**src/rtl/sdc_regs_pkg.sv**
```systemverilog
// Shared definitions for the SD command sequencer.
// Holds the sdc_controller register map, EVT status bit positions, the
// response-type and error-code enums, the sequencer FSM state enum and a
// helper that builds the CMD flag byte.
package sdc_regs_pkg;

    // sdc_controller register addresses (7-bit bus)
    localparam logic [6:0] REG_ARG0      = 7'h00;  // ARG bytes 0x00..0x03, LSB first
    localparam logic [6:0] REG_CMD_FLAGS = 7'h04;
    localparam logic [6:0] REG_CMD_INDEX = 7'h05;  // writing this byte launches the command
    localparam logic [6:0] REG_RSP0      = 7'h08;  // RSP bytes 0x08..0x0B, LSB first
    localparam logic [6:0] REG_EVT       = 7'h30;  // command event status, write 0x00 clears

    // EVT status bits
    localparam int EVT_CMPL_BIT = 0;
    localparam int EVT_ERR_BIT  = 1;

    typedef enum logic [1:0] {
        RSP_NONE = 2'd0,
        RSP_R48  = 2'd1,
        RSP_R136 = 2'd2,   // only the low 32 bits are read back
        RSP_R48B = 2'd3
    } rsp_type_e;

    typedef enum logic [1:0] {
        ERR_OK      = 2'd0,
        ERR_CTRL    = 2'd1,
        ERR_TIMEOUT = 2'd2
    } err_e;

    typedef enum logic [2:0] {
        ST_IDLE      = 3'd0,
        ST_WR_ARG    = 3'd1,
        ST_WR_CMD    = 3'd2,
        ST_POLL_WAIT = 3'd3,
        ST_POLL_RD   = 3'd4,
        ST_RD_RSP    = 3'd5,
        ST_CLR       = 3'd6,
        ST_DONE      = 3'd7
    } state_e;

    // CMD flag byte: {3'b0, idx_chk, crc_chk, 1'b0, rsp_type}. Index and CRC
    // checks are only meaningful when a response is expected.
    function automatic logic [7:0] cmd_flags(input rsp_type_e t);
        logic chk;
        chk = (t != RSP_NONE);
        return {3'b000, chk, chk, 1'b0, t};
    endfunction

endpackage

```
**src/rtl/sdc_poll_timer.sv**
```systemverilog
// Poll pacing and poll limit for the SD command sequencer.
// Ports:
//   clk, rst         clock and synchronous active-high reset
//   clear_i          restart the poll count (asserted when a request is accepted)
//   gap_run_i        high while the sequencer idles between polls
//   poll_tick_i      one pulse per status poll that found neither complete nor error
//   gap_done_o       last idle cycle of the inter-poll gap
//   poll_expired_o   the poll being evaluated is the last one allowed
module sdc_poll_timer #(
    parameter int POLL_TIMEOUT = 1024,
    parameter int POLL_GAP     = 4
) (
    input  logic clk,
    input  logic rst,
    input  logic clear_i,
    input  logic gap_run_i,
    input  logic poll_tick_i,
    output logic gap_done_o,
    output logic poll_expired_o
);

    localparam int GW = (POLL_GAP > 1) ? $clog2(POLL_GAP) : 1;
    localparam logic [GW-1:0] GAP_LAST  = GW'((POLL_GAP > 0) ? POLL_GAP - 1 : 0);
    localparam logic [10:0]   POLL_LAST = 11'(POLL_TIMEOUT - 1);

    logic [GW-1:0] gap_cnt_q, gap_cnt_d;
    logic [10:0]   poll_cnt_q, poll_cnt_d;

    always_comb begin
        // The gap counter sits at zero whenever the sequencer is not waiting,
        // so every wait period starts counting from the beginning.
        gap_cnt_d = '0;
        if (gap_run_i) begin
            gap_cnt_d = gap_cnt_q + GW'(1);
        end

        poll_cnt_d = poll_cnt_q;
        if (clear_i) begin
            poll_cnt_d = '0;
        end else if (poll_tick_i) begin
            poll_cnt_d = poll_cnt_q + 11'd1;
        end
    end

    always_ff @(posedge clk) begin
        if (rst) begin
            gap_cnt_q  <= '0;
            poll_cnt_q <= '0;
        end else begin
            gap_cnt_q  <= gap_cnt_d;
            poll_cnt_q <= poll_cnt_d;
        end
    end

    assign gap_done_o     = gap_run_i && (gap_cnt_q == GAP_LAST);
    // The count holds polls already failed; when it equals TIMEOUT-1 the
    // current poll is the TIMEOUT-th one.
    assign poll_expired_o = (poll_cnt_q == POLL_LAST);

endmodule

```
**src/rtl/sdc_cmd_sequencer.sv**
```systemverilog
// Issues one SD command at a time over sdc_controller's 7-bit address /
// 8-bit data register bus: writes argument and command bytes, polls EVT
// until complete, error or timeout, reads the 32-bit response, clears EVT.
// Ports:
//   clk, rst                 clock and synchronous active-high reset
//   req_valid / req_ready    request handshake (see below)
//   req_index, req_arg,      command index, argument and response type,
//   req_rsp_type             captured only at accept
//   bus_addr, bus_we,        register bus master outputs, one byte per cycle
//   bus_wdata
//   bus_rdata                read data, valid the cycle after bus_addr
//   done                     one-cycle pulse at the end of each command
//   rsp, err                 result of the last finished command, held
//   dbg_state                current FSM state
//
// Handshake: a request transfers on a rising edge where req_valid and
// req_ready are both high. req_ready is high only in IDLE, so a request held
// valid while a command is running waits; it is taken on the first IDLE
// cycle, which is the cycle after done.
module sdc_cmd_sequencer
    import sdc_regs_pkg::*;
#(
    parameter int POLL_TIMEOUT = 1024,
    parameter int POLL_GAP     = 4
) (
    input  logic        clk,
    input  logic        rst,
    input  logic        req_valid,
    output logic        req_ready,
    input  logic [5:0]  req_index,
    input  logic [31:0] req_arg,
    input  logic [1:0]  req_rsp_type,
    output logic [6:0]  bus_addr,
    output logic        bus_we,
    output logic [7:0]  bus_wdata,
    input  logic [7:0]  bus_rdata,
    output logic        done,
    output logic [31:0] rsp,
    output logic [1:0]  err,
    output logic [2:0]  dbg_state
);

    state_e      state_q, state_d;
    logic [2:0]  step_q, step_d;      // byte / phase index within a state
    logic [5:0]  idx_q, idx_d;
    logic [31:0] arg_q, arg_d;
    rsp_type_e   rtype_q, rtype_d;
    err_e        err_cur_q, err_cur_d; // outcome of the command in flight
    logic [31:0] shadow_q, shadow_d;
    logic [31:0] rsp_q, rsp_d;
    err_e        err_q, err_d;
    logic        done_q, done_d;
    logic        bus_we_q, bus_we_d;
    logic [6:0]  bus_addr_q, bus_addr_d;
    logic [7:0]  bus_wdata_q, bus_wdata_d;

    logic        accept;
    logic        poll_tick;
    logic        gap_done;
    logic        poll_expired;
    logic [1:0]  rsp_sel;

    sdc_poll_timer #(
        .POLL_TIMEOUT (POLL_TIMEOUT),
        .POLL_GAP     (POLL_GAP)
    ) u_poll_timer (
        .clk            (clk),
        .rst            (rst),
        .clear_i        (accept),
        .gap_run_i      (state_q == ST_POLL_WAIT),
        .poll_tick_i    (poll_tick),
        .gap_done_o     (gap_done),
        .poll_expired_o (poll_expired)
    );

    // Next-state logic
    always_comb begin
        state_d   = state_q;
        step_d    = step_q;
        idx_d     = idx_q;
        arg_d     = arg_q;
        rtype_d   = rtype_q;
        err_cur_d = err_cur_q;
        shadow_d  = shadow_q;
        rsp_d     = rsp_q;
        err_d     = err_q;
        accept    = 1'b0;
        poll_tick = 1'b0;

        case (state_q)
            ST_IDLE: begin
                if (req_valid) begin
                    accept    = 1'b1;
                    idx_d     = req_index;
                    arg_d     = req_arg;
                    rtype_d   = rsp_type_e'(req_rsp_type);
                    err_cur_d = ERR_OK;
                    step_d    = 3'd0;
                    state_d   = ST_WR_ARG;
                end
            end
            ST_WR_ARG: begin
                if (step_q == 3'd3) begin
                    step_d  = 3'd0;
                    state_d = ST_WR_CMD;
                end else begin
                    step_d = step_q + 3'd1;
                end
            end
            ST_WR_CMD: begin
                if (step_q == 3'd1) begin
                    step_d  = 3'd0;
                    state_d = (POLL_GAP > 0) ? ST_POLL_WAIT : ST_POLL_RD;
                end else begin
                    step_d = step_q + 3'd1;
                end
            end
            ST_POLL_WAIT: begin
                if (gap_done) begin
                    step_d  = 3'd0;
                    state_d = ST_POLL_RD;
                end
            end
            ST_POLL_RD: begin
                // Phase 0 presents the EVT address, phase 1 sees its data.
                if (step_q == 3'd0) begin
                    step_d = 3'd1;
                end else begin
                    step_d = 3'd0;
                    if (bus_rdata[EVT_ERR_BIT]) begin
                        err_cur_d = ERR_CTRL;
                        state_d   = ST_CLR;
                    end else if (bus_rdata[EVT_CMPL_BIT]) begin
                        state_d = (rtype_q == RSP_NONE) ? ST_CLR : ST_RD_RSP;
                    end else begin
                        poll_tick = 1'b1;
                        if (poll_expired) begin
                            err_cur_d = ERR_TIMEOUT;
                            state_d   = ST_CLR;
                        end else begin
                            state_d = (POLL_GAP > 0) ? ST_POLL_WAIT : ST_POLL_RD;
                        end
                    end
                end
            end
            ST_RD_RSP: begin
                // Addresses go out on steps 0..3; with one cycle of read
                // latency the bytes arrive on steps 1..4.
                if (step_q != 3'd0) begin
                    shadow_d = {bus_rdata, shadow_q[31:8]};
                end
                if (step_q == 3'd4) begin
                    step_d  = 3'd0;
                    state_d = ST_CLR;
                end else begin
                    step_d = step_q + 3'd1;
                end
            end
            ST_CLR: begin
                state_d = ST_DONE;
                err_d   = err_cur_q;
                // A failed or response-less command leaves the previous
                // response visible.
                if (err_cur_q == ERR_OK && rtype_q != RSP_NONE) begin
                    rsp_d = shadow_q;
                end
            end
            ST_DONE: begin
                state_d = ST_IDLE;
            end
            default: begin
                state_d = ST_IDLE;
            end
        endcase
    end

    assign rsp_sel = (step_d >= 3'd3) ? 2'd3 : step_d[1:0];

    // Bus outputs are registered from the next state so they line up with
    // the state register and stay glitch-free.
    always_comb begin
        bus_we_d    = 1'b0;
        bus_addr_d  = bus_addr_q;
        bus_wdata_d = bus_wdata_q;
        done_d      = (state_d == ST_DONE);

        case (state_d)
            ST_WR_ARG: begin
                bus_we_d    = 1'b1;
                bus_addr_d  = REG_ARG0 + {4'b0000, step_d};
                bus_wdata_d = arg_d[{step_d[1:0], 3'b000} +: 8];
            end
            ST_WR_CMD: begin
                bus_we_d = 1'b1;
                if (step_d == 3'd0) begin
                    bus_addr_d  = REG_CMD_FLAGS;
                    bus_wdata_d = cmd_flags(rtype_d);
                end else begin
                    bus_addr_d  = REG_CMD_INDEX;
                    bus_wdata_d = {2'b00, idx_d};
                end
            end
            ST_POLL_RD: begin
                bus_addr_d = REG_EVT;
            end
            ST_RD_RSP: begin
                bus_addr_d = REG_RSP0 + {5'b00000, rsp_sel};
            end
            ST_CLR: begin
                bus_we_d    = 1'b1;
                bus_addr_d  = REG_EVT;
                bus_wdata_d = 8'h00;
            end
            default: begin
            end
        endcase
    end

    always_ff @(posedge clk) begin
        if (rst) begin
            state_q     <= ST_IDLE;
            step_q      <= 3'd0;
            idx_q       <= 6'd0;
            arg_q       <= 32'd0;
            rtype_q     <= RSP_NONE;
            err_cur_q   <= ERR_OK;
            shadow_q    <= 32'd0;
            rsp_q       <= 32'd0;
            err_q       <= ERR_OK;
            done_q      <= 1'b0;
            bus_we_q    <= 1'b0;
            bus_addr_q  <= 7'd0;
            bus_wdata_q <= 8'd0;
        end else begin
            state_q     <= state_d;
            step_q      <= step_d;
            idx_q       <= idx_d;
            arg_q       <= arg_d;
            rtype_q     <= rtype_d;
            err_cur_q   <= err_cur_d;
            shadow_q    <= shadow_d;
            rsp_q       <= rsp_d;
            err_q       <= err_d;
            done_q      <= done_d;
            bus_we_q    <= bus_we_d;
            bus_addr_q  <= bus_addr_d;
            bus_wdata_q <= bus_wdata_d;
        end
    end

    assign req_ready = (state_q == ST_IDLE);
    assign bus_addr  = bus_addr_q;
    assign bus_we    = bus_we_q;
    assign bus_wdata = bus_wdata_q;
    assign done      = done_q;
    assign rsp       = rsp_q;
    assign err       = err_q;
    assign dbg_state = state_q;

endmodule

```
**config.mk**
```make
export PLATFORM = sky130hd
export DESIGN_NAME = sdc_cmd_sequencer
export DESIGN_NICKNAME = d
export VERILOG_FILES = /design/src/rtl/sdc_regs_pkg.sv /design/src/rtl/sdc_poll_timer.sv /design/src/rtl/sdc_cmd_sequencer.sv
export SDC_FILE = /design/constraint.sdc
export NUM_CORES = 1
export LEC_CHECK = 0
export BUFFER_PORTS_ARGS = -buffer_cell sky130_fd_sc_hd__buf_2
export CELL_PAD_IN_SITES_DETAIL_PLACEMENT = 0
export CELL_PAD_IN_SITES_GLOBAL_PLACEMENT = 1
export CORE_UTILIZATION = 30
export DETAILED_ROUTE_END_ITERATION = 7
export PLACE_DENSITY = 0.69
export SLEW_MARGIN = 0
export SYNTH_ARGS = -nofsm -noshare
export SYNTH_HDL_FRONTEND = slang
export SYNTH_SLANG_ARGS = --single-unit
```
**constraint.sdc**
```tcl
create_clock -name clk -period 3.38 [get_ports clk]
set_input_delay 0.676 -clock clk [delete_from_list [all_inputs] [get_ports clk]]
set_output_delay 0.676 -clock clk [all_outputs]
set_load 0.02 [all_outputs]
```
==> run summary <==
### Power
- **Cell Pwr Density** 557 mW/mm^2
- **cell-internal power** 0.00313 W
- **worst vdd ir** 279 uV
- **Clk network pwr share** 48.3%
- **static leakage** 2.85 nW
- **Combinational Power Share** 9.4%
- **net switching power figure** 0.00103 W
- **fraction of power spent switching nets** 24.9%
- **total power** 0.00416 W
- **power share of the sequential group** 42.3%

### Setup path
- **cells on worst reg2reg path** 10
- **worst-path cell chain** inv_1 > ha_1 > nor2b_1 > buf_4 > nor2_1 > a221oi_2 > and3_1 > a21oi_4 > a21oi_1 > a311oi_1
- **worst-case register-to-register setup slack** 0.57 ns
- **CP Max Fanout** 9
- **Buf+Inv Stages, Crit Path** 2
- **CP Capture Type** register
- **kind of critical path** reg2reg
- **cell family with most CP delay** simple AND/OR/NAND/NOR gates
- **stage delay of the slowest cell on the critical path** 0.50 ns
- **WP data required** 3.65 ns
- **CP Data Arrival Time** 3.08 ns
- **reg-to-reg startpoint** step_q[0]
- **Slowest-stage cell, CP** sky130_fd_sc_hd__a221oi_2
- **startpoint types** register
- **critical register-to-register path endpoint** bus_wdata[5]

### Global routing
- **number of antenna violations at the first check in global routing** 0
- **number of global-route vias before repair** 5122
- **first-pass GRT wire length** 26700 um
- **remaining global-route overflow** 0
- **pin count of the biggest net entering global routing** 60
- **overall routing resource usage** 16.6%

### Placement
- **weighted congestion at the end of routability-driven global placement** 0.833
- **half-perimeter wire length after placement** 11300 um
- **instance area at placement** 0.00684 sq mm
- **worst-case setup slack after placement** 0.515 ns
- **# placed instances** 1105
- **IO Port Bufs** 104

### Synth
- **share of the yosys chip area belonging to registers** 46.9%
- **Synth Area per Inst** 7.83 sq um
- **dominant synthesized flop cell** sky130_fd_sc_hd__dfxtp_1
- **area of the mapped netlist** 0.00606 sq mm
- **Yosys cell types** 65
- **leading post-synthesis cells by cell area** sky130_fd_sc_hd__dfxtp_1 (47%), sky130_fd_sc_hd__nand2_1 (15%), sky130_fd_sc_hd__a21oi_1 (9.8%), sky130_fd_sc_hd__clkbuf_1 (2.4%), sky130_fd_sc_hd__nor2_1 (2.3%)
- **most instantiated library cell after synthesis** sky130_fd_sc_hd__nand2_1
- **warnings from Yosys** 0
- **Mapped Cells** 774
- **FF+latch count, synth** 142
- **share of async-settable or async-resettable flops after synthesis** 0%
- **post-synthesis net count** 832
- **most numerous cell types in the synthesized netlist** sky130_fd_sc_hd__nand2_1 (240), sky130_fd_sc_hd__dfxtp_1 (142), sky130_fd_sc_hd__a21oi_1 (119), sky130_fd_sc_hd__clkbuf_1 (39), sky130_fd_sc_hd__nor2_1 (37)
- **fraction of post-synthesis cell area in the top cell type by area** 46.9%
- **number of flops mapped to enable cells by yosys** 0
- **Synth area leader** sky130_fd_sc_hd__dfxtp_1

### Clocking
- **CTS root buffer** sky130_fd_sc_hd__clkbuf_16
- **CTS buffer count** 17
- **clock slew at the register clock pins of the worst setup and hold paths** 0.06 ns
- **Clock Path Buffers** 2
- **Worst-Skew Late Latency** 0.42 ns
- **Setup Fix Bufs, Post-CTS** 0
- **CTS tree** yes
- **CTS-repair resized insts** 0
- **clock sink count** 142
- **Post-CTS Hold Buffers** 0
- **depth of the CTS H-tree** 4

### Cells and area
- **fin area** 0.00747 sq mm
- **fraction of layout cells with a size suffix above 1** 20.5%
- **n_diodes** 0
- **area used by multi-input combinational logic** 0.00296 sq mm
- **Final Instance Count excl. Fillers** 1137
- **Layout fillers** 2194
- **synthesis-to-finish area growth** 23.1%
- **register cell area after layout** 0.00284 sq mm
- **total number of nets in the final design** 917

### Route
- **detailed-routing iteration count for the pre-antenna-repair pass** 5
- **post-route antenna net violation count** 0
- **post-detailed-route wirelength per cell** 14.5 um
- **post-detailed-route via-to-cell ratio** 4.80
- **total routed wirelength** 16500 um
- **Via Count** 5453
- **DRC violation count after routing** 0
- **Initial DRC Count** 346

### Die
- **number of placement rows** 51
- **die footprint** 0.0208 sq mm
- **overall die height** 144 um
- **Die Wd** 144 um
- **core region area** 0.0197 sq mm
- **initial core utilization** 30.9%
- **count of pins on the block boundary** 106

### Timing
- **final count of hold timing violations** 0
- **final period demand of the worst path** 2.81 ns
- **Total Neg Setup Slack** 0 ns
- **Fmax achieved** 0.356 GHz
- **slew of the pin with the lowest slew margin** 1.15 ns
- **Final WS setup** 0.571 ns
- **ratio of final minimum period to clock period** 83.1%
- **unrepaired setup endpoints after global routing** false
- **Post-Route Skew** 0.0110 ns
- **final setup violation count** 0
- **headroom to the max-slew limit** 23.5%
- **max-slew violations** 0

### Worst hold path
- **cell depth of the worst hold path** 1
- **class of the tightest hold or removal check** reg2reg
- **Min-Delay Startpoint** u_poll_timer.gap_cnt_q[0]
- **destination of the worst hold path** u_poll_timer.gap_cnt_q[0]

### Job
- **count of maximum capacitance violations** 0

### Status
- **outcome** finished clean

worst reg2reg max path, stage by stage, from the launching register on:
cell	delay [ns]
sky130_fd_sc_hd__dfxtp_1	0.35
sky130_fd_sc_hd__inv_1	0.07
sky130_fd_sc_hd__ha_1	0.17
sky130_fd_sc_hd__nor2b_1	0.37
sky130_fd_sc_hd__buf_4	0.24
sky130_fd_sc_hd__nor2_1	0.08
sky130_fd_sc_hd__a221oi_2	0.50
sky130_fd_sc_hd__and3_1	0.48
sky130_fd_sc_hd__a21oi_4	0.15
sky130_fd_sc_hd__a21oi_1	0.15
sky130_fd_sc_hd__a311oi_1	0.10
power by group through the flow:
stage / clock network [W] / registers, W / logic [W]
final: 0.00201 / 0.00176 / 0.000392
after global routing: 0.00212 / 0.00176 / 0.000437
after CTS: 0.00206 / 0.00176 / 0.000394
after detailed placement: 0 / 0.00180 / 0.000391
after global placement: 0 / 0.00180 / 0.000389
after floorplan: 0 / 0.00180 / 0.000239
registers in the layout, indices dropped and copies added, names as in the netlist, 5 cells and up:
register / cells
arg_q: 32
rsp: 32
shadow_q: 32
u_poll_timer.poll_cnt_q: 11
bus_wdata: 8
idx_q: 6
bus_addr: 5
cells in the final DEF (no fill, tap or decap), types with 4 or more instances in the layout:
| cell | n |
|---|---|
| sky130_fd_sc_hd__dfxtp_1 | 142 |
| sky130_fd_sc_hd__xor2_1 | 6 |
| sky130_fd_sc_hd__mux2_2 | 5 |
| sky130_fd_sc_hd__a22oi_1 | 4 |
| sky130_fd_sc_hd__o21ai_0 | 20 |
| sky130_fd_sc_hd__a311o_1 | 4 |
| sky130_fd_sc_hd__nand2b_1 | 7 |
| sky130_fd_sc_hd__and3_1 | 4 |
| sky130_fd_sc_hd__or3_1 | 6 |
| sky130_fd_sc_hd__inv_1 | 9 |
| sky130_fd_sc_hd__nand2_1 | 240 |
| sky130_fd_sc_hd__a21oi_1 | 119 |
| sky130_fd_sc_hd__nand3_1 | 16 |
| sky130_fd_sc_hd__buf_2 | 103 |
| sky130_fd_sc_hd__a311oi_1 | 4 |
| sky130_fd_sc_hd__a31oi_1 | 12 |
| sky130_fd_sc_hd__clkbuf_16 | 17 |
| sky130_fd_sc_hd__ha_1 | 7 |
| sky130_fd_sc_hd__bufinv_16 | 4 |
| sky130_fd_sc_hd__o211ai_1 | 5 |
| sky130_fd_sc_hd__nor2_1 | 37 |
| sky130_fd_sc_hd__buf_4 | 21 |
| sky130_fd_sc_hd__nor2b_1 | 5 |
worst max path at each step:
stage | start | end | slack [ns] | cells past startpoint
2_1_floorplan | dbg_state[1] | bus_wdata[4] | 0.79 | 9
3_3_place_gp | bus_rdata[1] | bus_wdata[5] | 0.53 | 7
3_5_place_dp | bus_rdata[1] | bus_wdata[5] | 0.52 | 7
4_1_cts | step_q[0] | bus_wdata[5] | 0.55 | 10
5_1_grt | step_q[0] | bus_wdata[5] | 0.28 | 10
6_report | step_q[0] | bus_wdata[5] | 0.57 | 10
stage by stage:
stage	utilization (%)	hold slack [ns]
2_1_floorplan	-	0.404
3_3_place_gp	34.8	0.420
3_5_place_dp	34.8	0.420
4_1_cts	38.0	0.435
5_1_grt	38.0	0.449
6_report	38.0	0.437
layout make-up:
class                      instances  share of cell area, %
timing repair buffer             124                   9.02
clock inverter                    13                   2.48
sequential                       142                   38.1
inverter                           9                  0.452
multi-input combinational        565                   39.6
tap                              265                   4.44
clock buffer                      19                   5.93
logic make-up after synthesis:
logic type	synth area share, %
muxes	1.42
and+or+nand+nor	24.7
DFF	46.9
AOI/OAI and AO/OA	19.7
xor gates and xnor gates	1.16
adders and majority gates	1.44
buffers and inverters	4.56
other	0.0618
routing by layer:
metal  global-route usage [%]  wire (um)  vias up  share of wire [%]
li1                         -          -     2814                  -
met1                     22.0       7890     2518                 48
met2                     26.5       7770      105                 47
met3                     3.61        654       16                4.0
met4                     6.09        214        0                1.3
met5                        0          0        -                  0
(Power assumes the default switching activity.)
